File: config.mk
export PLATFORM = sky130hd
export DESIGN_NAME = control_unit_flat
export DESIGN_NICKNAME = d
export VERILOG_FILES = /design/src/rtl/minisrc_pkg.sv /design/src/rtl/control_unit_if.sv /design/src/rtl/cu_decode.sv /design/src/rtl/control_unit.sv /design/src/flat_wrapper.sv
export SDC_FILE = /design/constraint.sdc
export NUM_CORES = 1
export LEC_CHECK = 0
export ABC_AREA = 1
export BUFFER_PORTS_ARGS = -buffer_cell sky130_fd_sc_hd__buf_2
export CELL_PAD_IN_SITES_DETAIL_PLACEMENT = 0
export CELL_PAD_IN_SITES_GLOBAL_PLACEMENT = 1
export CORE_ASPECT_RATIO = 1.1
export CORE_MARGIN = 1.5
export CORE_UTILIZATION = 32
export CTS_CLUSTER_DIAMETER = 80
export CTS_CLUSTER_SIZE = 10
export DETAILED_ROUTE_END_ITERATION = 6
export PLACE_DENSITY = 0.9
export SLEW_MARGIN = 30
export SYNTH_ARGS = -nofsm -noshare
export SYNTH_HDL_FRONTEND = slang
export SYNTH_SLANG_ARGS = --single-unit
export TNS_END_PERCENT = 10
File: constraint.sdc
create_clock -name clock -period 4.1 [get_ports clock]
set_clock_uncertainty 0.15 [all_clocks]
set_input_delay 0.615 -clock clock [delete_from_list [all_inputs] [get_ports clock]]
set_output_delay 0.615 -clock clock [all_outputs]
set_load 0.01 [all_outputs]
File: src/rtl/minisrc_pkg.sv
// Shared Mini SRC definitions: opcodes, control steps, the strobe bundle
// and the opcode-to-sequence-class mapping used by the decoder.
package minisrc_pkg;

    localparam logic [4:0] OP_LD   = 5'd0,  OP_LDI  = 5'd1,  OP_ST   = 5'd2,
                           OP_ADD  = 5'd3,  OP_SUB  = 5'd4,  OP_AND  = 5'd5,
                           OP_OR   = 5'd6,  OP_ROR  = 5'd7,  OP_ROL  = 5'd8,
                           OP_SHR  = 5'd9,  OP_SHRA = 5'd10, OP_SHL  = 5'd11,
                           OP_ADDI = 5'd12, OP_ANDI = 5'd13, OP_ORI  = 5'd14,
                           OP_MUL  = 5'd15, OP_DIV  = 5'd16, OP_NEG  = 5'd17,
                           OP_NOT  = 5'd18, OP_BR   = 5'd19, OP_JR   = 5'd20,
                           OP_JAL  = 5'd21, OP_IN   = 5'd22, OP_OUT  = 5'd23,
                           OP_MFHI = 5'd24, OP_MFLO = 5'd25, OP_NOP  = 5'd26,
                           OP_HALT = 5'd27;

    localparam int WAIT_W = 3;

    typedef enum logic [3:0] {T0, T1, T2, T3, T4, T5, T6, T7, HALT} step_e;

    typedef enum logic [3:0] {
        C_ALU, C_IMM, C_LDI, C_LD, C_ST, C_MULDIV, C_UNARY, C_BR,
        C_JR, C_JAL, C_IN, C_OUT, C_MFHI, C_MFLO, C_NOP, C_HALT
    } op_class_e;

    typedef struct packed {
        logic gra, grb, grc, rin, rout, BAout;
        logic PCout, PCin, IncPC, IRin, MARin, MDRin, MDRout, Read, Write;
        logic RYin, RZin, RZHIout, RZLOout, Cout, HIin, LOin, HIout, LOout;
        logic InPortOut, OutPortIn, R15in, con_in;
    } strobes_t;

    function automatic op_class_e op_class(input logic [4:0] op);
        case (op)
            OP_LD:                              return C_LD;
            OP_LDI:                             return C_LDI;
            OP_ST:                              return C_ST;
            OP_ADD, OP_SUB, OP_AND, OP_OR, OP_ROR,
            OP_ROL, OP_SHR, OP_SHRA, OP_SHL:    return C_ALU;
            OP_ADDI, OP_ANDI, OP_ORI:           return C_IMM;
            OP_MUL, OP_DIV:                     return C_MULDIV;
            OP_NEG, OP_NOT:                     return C_UNARY;
            OP_BR:                              return C_BR;
            OP_JR:                              return C_JR;
            OP_JAL:                             return C_JAL;
            OP_IN:                              return C_IN;
            OP_OUT:                             return C_OUT;
            OP_MFHI:                            return C_MFHI;
            OP_MFLO:                            return C_MFLO;
            OP_HALT:                            return C_HALT;
            default:                            return C_NOP;
        endcase
    endfunction

endpackage

File: src/rtl/control_unit_if.sv
// Control unit <-> DataPath bundle: IR and CON FF in, run/strobes/ALU select out.
interface control_unit_if;
    import minisrc_pkg::*;

    logic [31:0] ir;
    logic        con_ff;
    logic        run;
    strobes_t    strobes;
    logic [31:0] ops;

    modport master (input ir, con_ff, output run, strobes, ops);
    modport slave  (output ir, con_ff, input run, strobes, ops);
endinterface

File: src/rtl/cu_decode.sv
// Combinational step decoder: (opcode, step, con_ff, wait count) -> strobes,
// ALU select, end-of-instruction, stay-in-step and halt-entry flags.
module cu_decode
    import minisrc_pkg::*;
#(
    parameter int MEM_WAIT = 1
) (
    input  step_e             step,
    input  logic [4:0]        opcode,
    input  logic              con_ff,
    input  logic [WAIT_W-1:0] wait_cnt,
    output strobes_t          strobes,
    output logic [31:0]       ops,
    output logic              last_step,
    output logic              hold,
    output logic              halt_now
);
    op_class_e   cls;
    logic [31:0] op_sel;
    logic [31:0] add_sel;

    assign cls     = op_class(opcode);
    assign op_sel  = 32'd1 << opcode;
    assign add_sel = 32'd1 << OP_ADD;

    always_comb begin
        // NOTE: every output gets a default first, so no path through the case infers a latch.
        strobes   = '0;
        ops       = '0;
        last_step = 1'b0;
        hold      = 1'b0;
        halt_now  = 1'b0;
        case (step)
            T0: begin strobes.PCout = 1'b1; strobes.MARin = 1'b1; strobes.IncPC = 1'b1; end
            T1: begin
                strobes.Read = 1'b1;
                hold         = (wait_cnt != WAIT_W'(MEM_WAIT));
            end
            T2: begin
                strobes.Read = 1'b1; strobes.MDRin = 1'b1;
                strobes.MDRout = 1'b1; strobes.IRin = 1'b1;
            end
            T3: case (cls)
                C_ALU, C_IMM: begin strobes.grb = 1'b1; strobes.rout = 1'b1; strobes.RYin = 1'b1; end
                C_LDI, C_LD, C_ST: begin strobes.grb = 1'b1; strobes.BAout = 1'b1; strobes.RYin = 1'b1; end
                C_MULDIV: begin strobes.gra = 1'b1; strobes.rout = 1'b1; strobes.RYin = 1'b1; end
                C_UNARY: begin
                    strobes.grb = 1'b1; strobes.rout = 1'b1; strobes.RZin = 1'b1; ops = op_sel;
                end
                C_BR:   begin strobes.gra = 1'b1; strobes.rout = 1'b1; strobes.con_in = 1'b1; end
                C_JR:   begin strobes.gra = 1'b1; strobes.rout = 1'b1; strobes.PCin = 1'b1; last_step = 1'b1; end
                C_JAL:  begin strobes.PCout = 1'b1; strobes.R15in = 1'b1; end
                C_IN:   begin strobes.InPortOut = 1'b1; strobes.gra = 1'b1; strobes.rin = 1'b1; last_step = 1'b1; end
                C_OUT:  begin strobes.gra = 1'b1; strobes.rout = 1'b1; strobes.OutPortIn = 1'b1; last_step = 1'b1; end
                C_MFHI: begin strobes.HIout = 1'b1; strobes.gra = 1'b1; strobes.rin = 1'b1; last_step = 1'b1; end
                C_MFLO: begin strobes.LOout = 1'b1; strobes.gra = 1'b1; strobes.rin = 1'b1; last_step = 1'b1; end
                C_HALT: halt_now = 1'b1;
                // ir only becomes valid in T3, so nop spends this one idle step before refetching.
                default: last_step = 1'b1;
            endcase
            T4: case (cls)
                C_ALU: begin strobes.grc = 1'b1; strobes.rout = 1'b1; strobes.RZin = 1'b1; ops = op_sel; end
                C_IMM: begin strobes.Cout = 1'b1; strobes.RZin = 1'b1; ops = op_sel; end
                C_LDI, C_LD, C_ST: begin strobes.Cout = 1'b1; strobes.RZin = 1'b1; ops = add_sel; end
                C_MULDIV: begin strobes.grb = 1'b1; strobes.rout = 1'b1; strobes.RZin = 1'b1; ops = op_sel; end
                C_UNARY: begin strobes.RZLOout = 1'b1; strobes.gra = 1'b1; strobes.rin = 1'b1; last_step = 1'b1; end
                C_BR:    begin strobes.PCout = 1'b1; strobes.RYin = 1'b1; end
                C_JAL:   begin strobes.gra = 1'b1; strobes.rout = 1'b1; strobes.PCin = 1'b1; last_step = 1'b1; end
                default: last_step = 1'b1;
            endcase
            T5: case (cls)
                C_ALU, C_IMM, C_LDI: begin
                    strobes.RZLOout = 1'b1; strobes.gra = 1'b1; strobes.rin = 1'b1; last_step = 1'b1;
                end
                C_LD, C_ST: begin strobes.RZLOout = 1'b1; strobes.MARin = 1'b1; end
                C_MULDIV:   begin strobes.RZLOout = 1'b1; strobes.LOin = 1'b1; end
                C_BR:       begin strobes.Cout = 1'b1; strobes.RZin = 1'b1; ops = add_sel; end
                default:    last_step = 1'b1;
            endcase
            T6: case (cls)
                C_LD: begin
                    strobes.Read  = 1'b1;
                    strobes.MDRin = (wait_cnt == WAIT_W'(MEM_WAIT + 1));
                    hold          = !strobes.MDRin;
                end
                C_ST:     begin strobes.gra = 1'b1; strobes.rout = 1'b1; strobes.MDRin = 1'b1; end
                C_MULDIV: begin strobes.RZHIout = 1'b1; strobes.HIin = 1'b1; last_step = 1'b1; end
                C_BR:     begin strobes.RZLOout = 1'b1; strobes.PCin = con_ff; last_step = 1'b1; end
                default:  last_step = 1'b1;
            endcase
            T7: begin
                last_step = 1'b1;
                if (cls == C_LD) begin
                    strobes.MDRout = 1'b1; strobes.gra = 1'b1; strobes.rin = 1'b1;
                end else if (cls == C_ST) begin
                    strobes.Write = 1'b1;
                end
            end
            default: ;
        endcase
    end
endmodule

File: src/rtl/control_unit.sv
// Mini SRC hardwired control unit: step register plus memory wait counter;
// strobes are decoded from the current step and forced low while clear is high.
module control_unit
    import minisrc_pkg::*;
#(
    parameter int MEM_WAIT = 1
) (
    input  logic           clock,
    input  logic           clear,
    control_unit_if.master cu
);
    step_e             step_q, step_d;
    logic [WAIT_W-1:0] wait_q, wait_d;
    strobes_t          dec_strobes;
    logic [31:0]       dec_ops;
    logic              last_step, hold, halt_now;
    logic              unused_ir;

    cu_decode #(.MEM_WAIT(MEM_WAIT)) u_decode (
        .step      (step_q),
        .opcode    (cu.ir[31:27]),
        .con_ff    (cu.con_ff),
        .wait_cnt  (wait_q),
        .strobes   (dec_strobes),
        .ops       (dec_ops),
        .last_step (last_step),
        .hold      (hold),
        .halt_now  (halt_now)
    );

    always_comb begin
        step_d = step_q;
        wait_d = '0;
        if (step_q == HALT) begin
            step_d = HALT;
        end else if (halt_now) begin
            step_d = HALT;
        end else if (hold) begin
            wait_d = wait_q + 1'b1;
        end else if (last_step) begin
            step_d = T0;
        end else begin
            step_d = step_e'(4'(step_q) + 4'd1);
        end
    end

    // NOTE: state flops use non-blocking assignments so every flop samples pre-edge values.
    always_ff @(posedge clock) begin
        if (clear) begin
            step_q <= T0;
            wait_q <= '0;
        end else begin
            step_q <= step_d;
            wait_q <= wait_d;
        end
    end

    assign cu.strobes = clear ? '0 : dec_strobes;
    assign cu.ops     = clear ? '0 : dec_ops;
    assign cu.run     = (step_q != HALT) && !halt_now;
    assign unused_ir  = ^cu.ir[26:0];
endmodule
File: src/flat_wrapper.sv
// flat-port wrapper written by rule: the top's interface ports become plain ports
module control_unit_flat import minisrc_pkg::*;
#(
    parameter int MEM_WAIT = 1
)
  (clock, clear, cu_ir, cu_con_ff, cu_run, cu_strobes, cu_ops);
  control_unit_if cu_i ();
  input  logic clock;
  input  logic clear;
  input wire logic [$bits(cu_i.ir)-1:0] cu_ir;
  input wire logic [$bits(cu_i.con_ff)-1:0] cu_con_ff;
  output wire logic [$bits(cu_i.run)-1:0] cu_run;
  output wire logic [$bits(cu_i.strobes)-1:0] cu_strobes;
  output wire logic [$bits(cu_i.ops)-1:0] cu_ops;
  assign cu_i.ir = cu_ir;
  assign cu_i.con_ff = cu_con_ff;
  assign cu_run = cu_i.run;
  assign cu_strobes = cu_i.strobes;
  assign cu_ops = cu_i.ops;
  control_unit #(.MEM_WAIT(MEM_WAIT)) u_core (.clock(clock), .clear(clear), .cu(cu_i));
endmodule
==> flow_summary.json, run 1 <==
{
  "slew_headroom": 0.519,
  "leakage_nw": 1.10,
  "synth_ff_type": "dfxtp_1",
  "holdPathStages": 1,
  "fp.dieW_um": 73.7,
  "dp_hpwl_um": 4030,
  "cts_tree": "yes",
  "layout_commonest_cell": "buf_2",
  "fin_util": 0.389,
  "wl_per_cell_um": 11.5,
  "path_class": "in -> out",
  "diodes": 0,
  "end_kind": "output port",
  "syn-instance-count": 296,
  "cp_max_fo": 7,
  "yosysSeqAreaShare": 0.0797,
  "finalWirelength_um": 4850,
  "drc": 0,
  "cts.clk_slew.worst_paths_ns": 0.04,
  "synth_seq_cells": 7,
  "synth_cell_types": 39,
  "synth-edff-count": 0,
  "dp_cells": 419,
  "postCtsResizedCells": 0,
  "final-setup-viol-count": 0,
  "clock_latency_ns": 0.23,
  "fin_tns_setup_ns": 0,
  "ant_nets": 0,
  "min_to": "u_core.wait_q[0]",
  "fin_cells": 423,
  "drv_slew": 0,
  "first_iter_violations": 121,
  "grtUsageTotal": 0.162,
  "num_rows": 28,
  "cts_buffers": 3,
  "vias": 1961,
  "grt_pass1_wl_um": 7760,
  "mostFrequentLayoutCells": "buf_2 (56), nor2_1 (51), nand2_1 (47)",
  "clockRootBuffer": "clkbuf_8",
  "grt_overflow": 0,
  "gp_congestion": 0.881,
  "io_pins": 96,
  "dr.pass1.iters": 4,
  "fillerInstances": 598,
  "cts_hold_buffers": 0,
  "cts_max_path_buffers": 2,
  "rr_startpoint": "u_core.step_q[3]",
  "outcome": "finished clean",
  "power.density_nw_per_um2": 272,
  "nets": 396,
  "total_power_uw": 565,
  "worstMarginPinSlew_ns": 0.718,
  "async_flop_share": 0,
  "ir_drop_mv": 0.319,
  "grt_pass1_vias": 1763,
  "reg2reg_to": "u_core.step_q[0]",
  "ff2ff_path_depth": 8,
  "grt_antenna_before_repair": 0,
  "die_area_sq_um": 5950,
  "syn_area_per_cell_sq_um": 5.94,
  "max_freq_ghz": 0.291,
  "htree_levels": 1,
  "startpoint_type": "input port",
  "crit_arrival_ns": 2.67,
  "coreArea_sq_um": 5330,
  "hp-class": "reg -> reg",
  "design_area_sq_um": 2070,
  "post-cts-setup-buffers": 0,
  "syn_to_final_growth_pct": 17.9,
  "placed_area_sq_um": 2030,
  "initial_core_util": 0.330,
  "yosys_warnings": 0,
  "drv_cap": 0,
  "ff2ff_setup_slack_ns": 2.22,
  "rsz0062_at_grt": "no",
  "period_share": 0.837,
  "crit_required_ns": 3.34,
  "hold_path_startpoint": "u_core.wait_q[0]",
  "finalHoldViolCount": 0,
  "port_buffers": 56,
  "synth_area_sq_um": 1760,
  "layout_min_cycle_time_ns": 3.43,
  "drive_gt1_frac": 0.282,
  "via_per_inst": 4.64,
  "clkSinkCount": 7,
  "grt_max_degree": 15,
  "die_h_um": 80.8
}
where the power goes:
group / internal [mW] / switching [mW] / leakage (nW)
clock network: 0.0672 / 0.0291 / 0.0228
logic: 0.117 / 0.250 / 1.02
registers: 0.0853 / 0.0171 / 0.0571
total: 0.269 / 0.296 / 1.10
critical path, stage by stage:
cell	delay, ns
buf_2	0.14
inv_1	0.10
ha_1	0.28
inv_1	0.04
a21oi_1	0.16
nand2_2	0.08
nand2_4	0.11
inv_4	0.07
nand3_1	0.23
nand3_1	0.19
nor2_2	0.21
nor2_1	0.06
nor3_1	0.17
nor2_1	0.06
buf_2	0.14
per-layer routing:
metal	track usage	vias to the layer above	wire (um)
met5	0	-	0
met2	0.276	58	2320
met4	0.0593	0	44
met3	0.0149	6	239
li1	-	1032	-
met1	0.211	865	2240
synth_stat cells, types with 4 or more instances:
cell | n | area (sq um)
ha_1 | 12 | 150
nand3_2 | 5 | 50.1
nand2_1 | 47 | 176
nor3_1 | 8 | 40.0
nand2_4 | 4 | 45.0
o21ai_0 | 5 | 25.0
a21oi_1 | 15 | 75.1
nor4_1 | 5 | 31.3
nor2_1 | 51 | 191
dfxtp_1 | 7 | 140
nor2_2 | 4 | 25.0
nand4_1 | 5 | 31.3
buf_4 | 14 | 105
inv_1 | 44 | 165
nand2_2 | 10 | 62.6
nand3_1 | 22 | 110
through the flow:
| step | hold slack (ns) | setup slack, ns |
|---|---|---|
| floorplan | 0.283 | 1.04 |
| global placement | 0.300 | 0.662 |
| detailed placement | 0.316 | 0.667 |
| CTS | 0.325 | 0.657 |
| global route | 0.352 | 0.472 |
| finish | 0.319 | 0.667 |
registers in the layout, summed over array words and instances (netlist names):
name,flops
u_core.wait_q,3
u_core.step_q,4
worst max-delay path by stage:
stage	startpoint	to	slack, ns	depth (start not counted)
6_report	cu_ir[28]	cu_strobes[9]	0.67	15
3_5_place_dp	cu_ir[28]	cu_strobes[9]	0.67	15
4_1_cts	cu_ir[28]	cu_strobes[9]	0.66	15
5_1_grt	cu_ir[28]	cu_strobes[9]	0.47	15
2_1_floorplan	cu_ir[28]	cu_ops[11]	1.04	13
3_3_place_gp	cu_ir[28]	cu_strobes[9]	0.66	15
kinds of logic after synthesis:
group,count (synthesis),share of synthesized area
AND/OR/NAND/NOR,171,0.509
AO/OA/AOI/OAI,32,0.110
adder cells (fa/ha/maj),12,0.0853
buffers and inverters,69,0.194
other,1,0.00213
XOR/XNOR,4,0.0199
flip-flops,7,0.0797
cell type report:
type	instances	area, sq um	share of cell area
Clock buffer	4	45.0	0.0217
Inverter	50	195	0.0941
Multi-Input combinational cell	231	1320	0.636
Sequential cell	7	140	0.0676
Tap cell	75	93.8	0.0453
Timing Repair Buffer	56	280	0.135
Note: power is estimated with default switching activity, not from simulation.
==> run 2: changes to the inputs <==
--- a/config.mk
+++ b/config.mk
@@ -11,11 +11,11 @@
 export CELL_PAD_IN_SITES_GLOBAL_PLACEMENT = 1
 export CORE_ASPECT_RATIO = 1.1
 export CORE_MARGIN = 1.5
-export CORE_UTILIZATION = 32
+export CORE_UTILIZATION = 29
 export CTS_CLUSTER_DIAMETER = 80
 export CTS_CLUSTER_SIZE = 10
 export DETAILED_ROUTE_END_ITERATION = 6
-export PLACE_DENSITY = 0.9
+export PLACE_DENSITY = 0.83
 export SLEW_MARGIN = 30
 export SYNTH_ARGS = -nofsm -noshare
 export SYNTH_HDL_FRONTEND = slang
==> constraint.sdc (replaced) <==
create_clock -name clock -period 3.3 [get_ports clock]
set_clock_uncertainty 0.15 [all_clocks]
set_input_delay 0.495 -clock clock [delete_from_list [all_inputs] [get_ports clock]]
set_output_delay 0.495 -clock clock [all_outputs]
set_load 0.01 [all_outputs]
==> run 2 against run 1 <==
Against the previous run:
- global-route usage shrank 1.1 points
- highest routed layer unchanged
- combinational power grew 28%
- non-clock buffer count grew 2
- utilization shrank 2.8 points
- count of clock-buffer cells in the layout is the same
- via count is essentially flat
- total power grew 27%
- cell count grew 0.95%
- routed wire length grew 3.9%
==> flow_summary.json, run 2 (same netlist as run 1, synthesis figures left out) <==
{
  "outcome": "finished clean",
  "path_class": "in -> out",
  "layout_min_cycle_time_ns": 3.13,
  "drv_slew": 0,
  "pre_cts_ws_ns": 0.175,
  "p_seq_frac": 0.180,
  "largest_register": "u_core.step_q",
  "dp_hpwl_um": 4180,
  "finalHoldViolCount": 0,
  "grtUsageTotal": 0.151,
  "initial_core_util": 0.303,
  "vias": 1960,
  "grt_pass1_vias": 1837,
  "cts_tree": "yes",
  "power.density_nw_per_um2": 341,
  "grt_antenna_before_repair": 0,
  "total_power_uw": 715,
  "syn_to_final_growth_pct": 19.2,
  "switchingPower_uw": 377,
  "io_pins": 96,
  "max_freq_ghz": 0.319,
  "hp-class": "reg -> reg",
  "grt_pass1_wl_um": 8290,
  "end_kind": "output port",
  "p_clk_frac": 0.168,
  "wl_per_cell_um": 11.8,
  "ir_drop_mv": 0.293,
  "cts_max_path_buffers": 2,
  "clockRootBuffer": "clkbuf_8",
  "first_iter_violations": 95,
  "slew_headroom": 0.509,
  "ff2ff_setup_slack_ns": 1.39,
  "fp.dieW_um": 77.3,
  "grt_max_degree": 15,
  "coreArea_sq_um": 5810,
  "drive_gt1_frac": 0.289,
  "largest_reg_flops": 4,
  "ant_nets": 0,
  "drv_cap": 0,
  "crit_buf_inv": 4,
  "rsz0062_at_grt": "yes",
  "cts_buffers": 3,
  "drc": 0,
  "seqCellArea_sq_um": 140,
  "crit_arrival_ns": 2.49,
  "nets": 398,
  "critPathTopFamily": "simple AND/OR/NAND/NOR gates",
  "dr.pass1.iters": 4,
  "setup_ws_ns": 0.170,
  "die_area_sq_um": 6540,
  "via_per_inst": 4.59,
  "gp_congestion": 0.842,
  "reg_top3": "u_core.step_q x4, u_core.wait_q x3",
  "die_h_um": 84.7,
  "grt_overflow": 0,
  "period_share": 0.949,
  "port_buffers": 56,
  "p_sw_frac": 0.528,
  "cp_max_fo": 13,
  "clock_latency_ns": 0.22,
  "cp_slowest_cell": "nor4_1",
  "diodes": 0,
  "fillerInstances": 680,
  "multi_input_area_sq_um": 1330,
  "p_int_uw": 338,
  "clkSinkCount": 7,
  "cts.clk_slew.worst_paths_ns": 0.04,
  "leakage_nw": 1.11,
  "finalWirelength_um": 5040,
  "pwr-share-comb": 0.652,
  "layout_commonest_cell": "buf_2",
  "final-setup-viol-count": 0,
  "path_cells": "buf_2 -> inv_1 -> ha_1 -> inv_1 -> nand2_1 -> nand2_2 -> o21ai_4 -> nand3_2 -> nand3_2 -> nand2_2 -> nand2_4 -> nand3_4 -> nor4_1 -> buf_2",
  "num_rows": 29,
  "cts_hold_buffers": 0,
  "slowest_delay_ns": 0.23,
  "crit_required_ns": 2.65,
  "mostFrequentLayoutCells": "buf_2 (56), nor2_1 (51), nand2_1 (47)",
  "worstMarginPinSlew_ns": 0.733,
  "startpoint_type": "input port",
  "htree_levels": 1
}
-- run 2: power groups by stage --
stage | Clock, mW | Sequential, mW | Combinational, mW
detailed placement | 0 | 0.130 | 0.463
finish | 0.120 | 0.128 | 0.467
floorplan | 0 | 0.124 | 0.355
CTS | 0.124 | 0.129 | 0.467
global placement | 0 | 0.128 | 0.459
global route | 0.130 | 0.134 | 0.528
-- run 2: path summary, 6_finish.rpt --
kind                                       start               end  cells after the start
worst max-delay path                   cu_ir[28]        cu_ops[11]                     14
worst min register to register  u_core.wait_q[0]  u_core.wait_q[0]                      1
worst min-delay path            u_core.wait_q[0]  u_core.wait_q[0]                      1
worst max register to register  u_core.step_q[3]  u_core.step_q[2]                      8
-- run 2: final cells by class --
cell class,instances,share of cell area
inverters,50,0.0931
repair buffers,58,0.141
multi-input cells,231,0.632
flip-flops and latches,7,0.0668
clock buffers,4,0.0215
well taps,77,0.0459
-- run 2: timing repair --
action / in CTS / in global routing
gates resized for setup: 0 / 2
buffers inserted: 0 / 0
endpoints found under the setup margin: 0 / 6
-- run 2: stage by stage --
step / area, sq um / hold WS [ns] / cells / util / setup TNS (ns)
2_1_floorplan: 1800 / 0.283 / 307 / - / 0
3_3_place_gp: 2050 / 0.300 / 423 / 0.352 / 0
3_5_place_dp: 2050 / 0.331 / 423 / 0.352 / 0
4_1_cts: 2090 / 0.360 / 427 / 0.360 / 0
5_1_grt: 2100 / 0.385 / 427 / 0.361 / -0.0139
6_report: 2100 / 0.341 / 427 / 0.361 / 0
-- run 2: layer usage --
| metal | vias up | global-route usage | part of all wire |
|---|---|---|---|
| met5 | - | 0 | 0 |
| met4 | 0 | 0.0248 | 0.0065 |
| met3 | 4 | 0.00652 | 0.044 |
| met2 | 56 | 0.292 | 0.50 |
| met1 | 866 | 0.184 | 0.45 |
| li1 | 1034 | - | - |
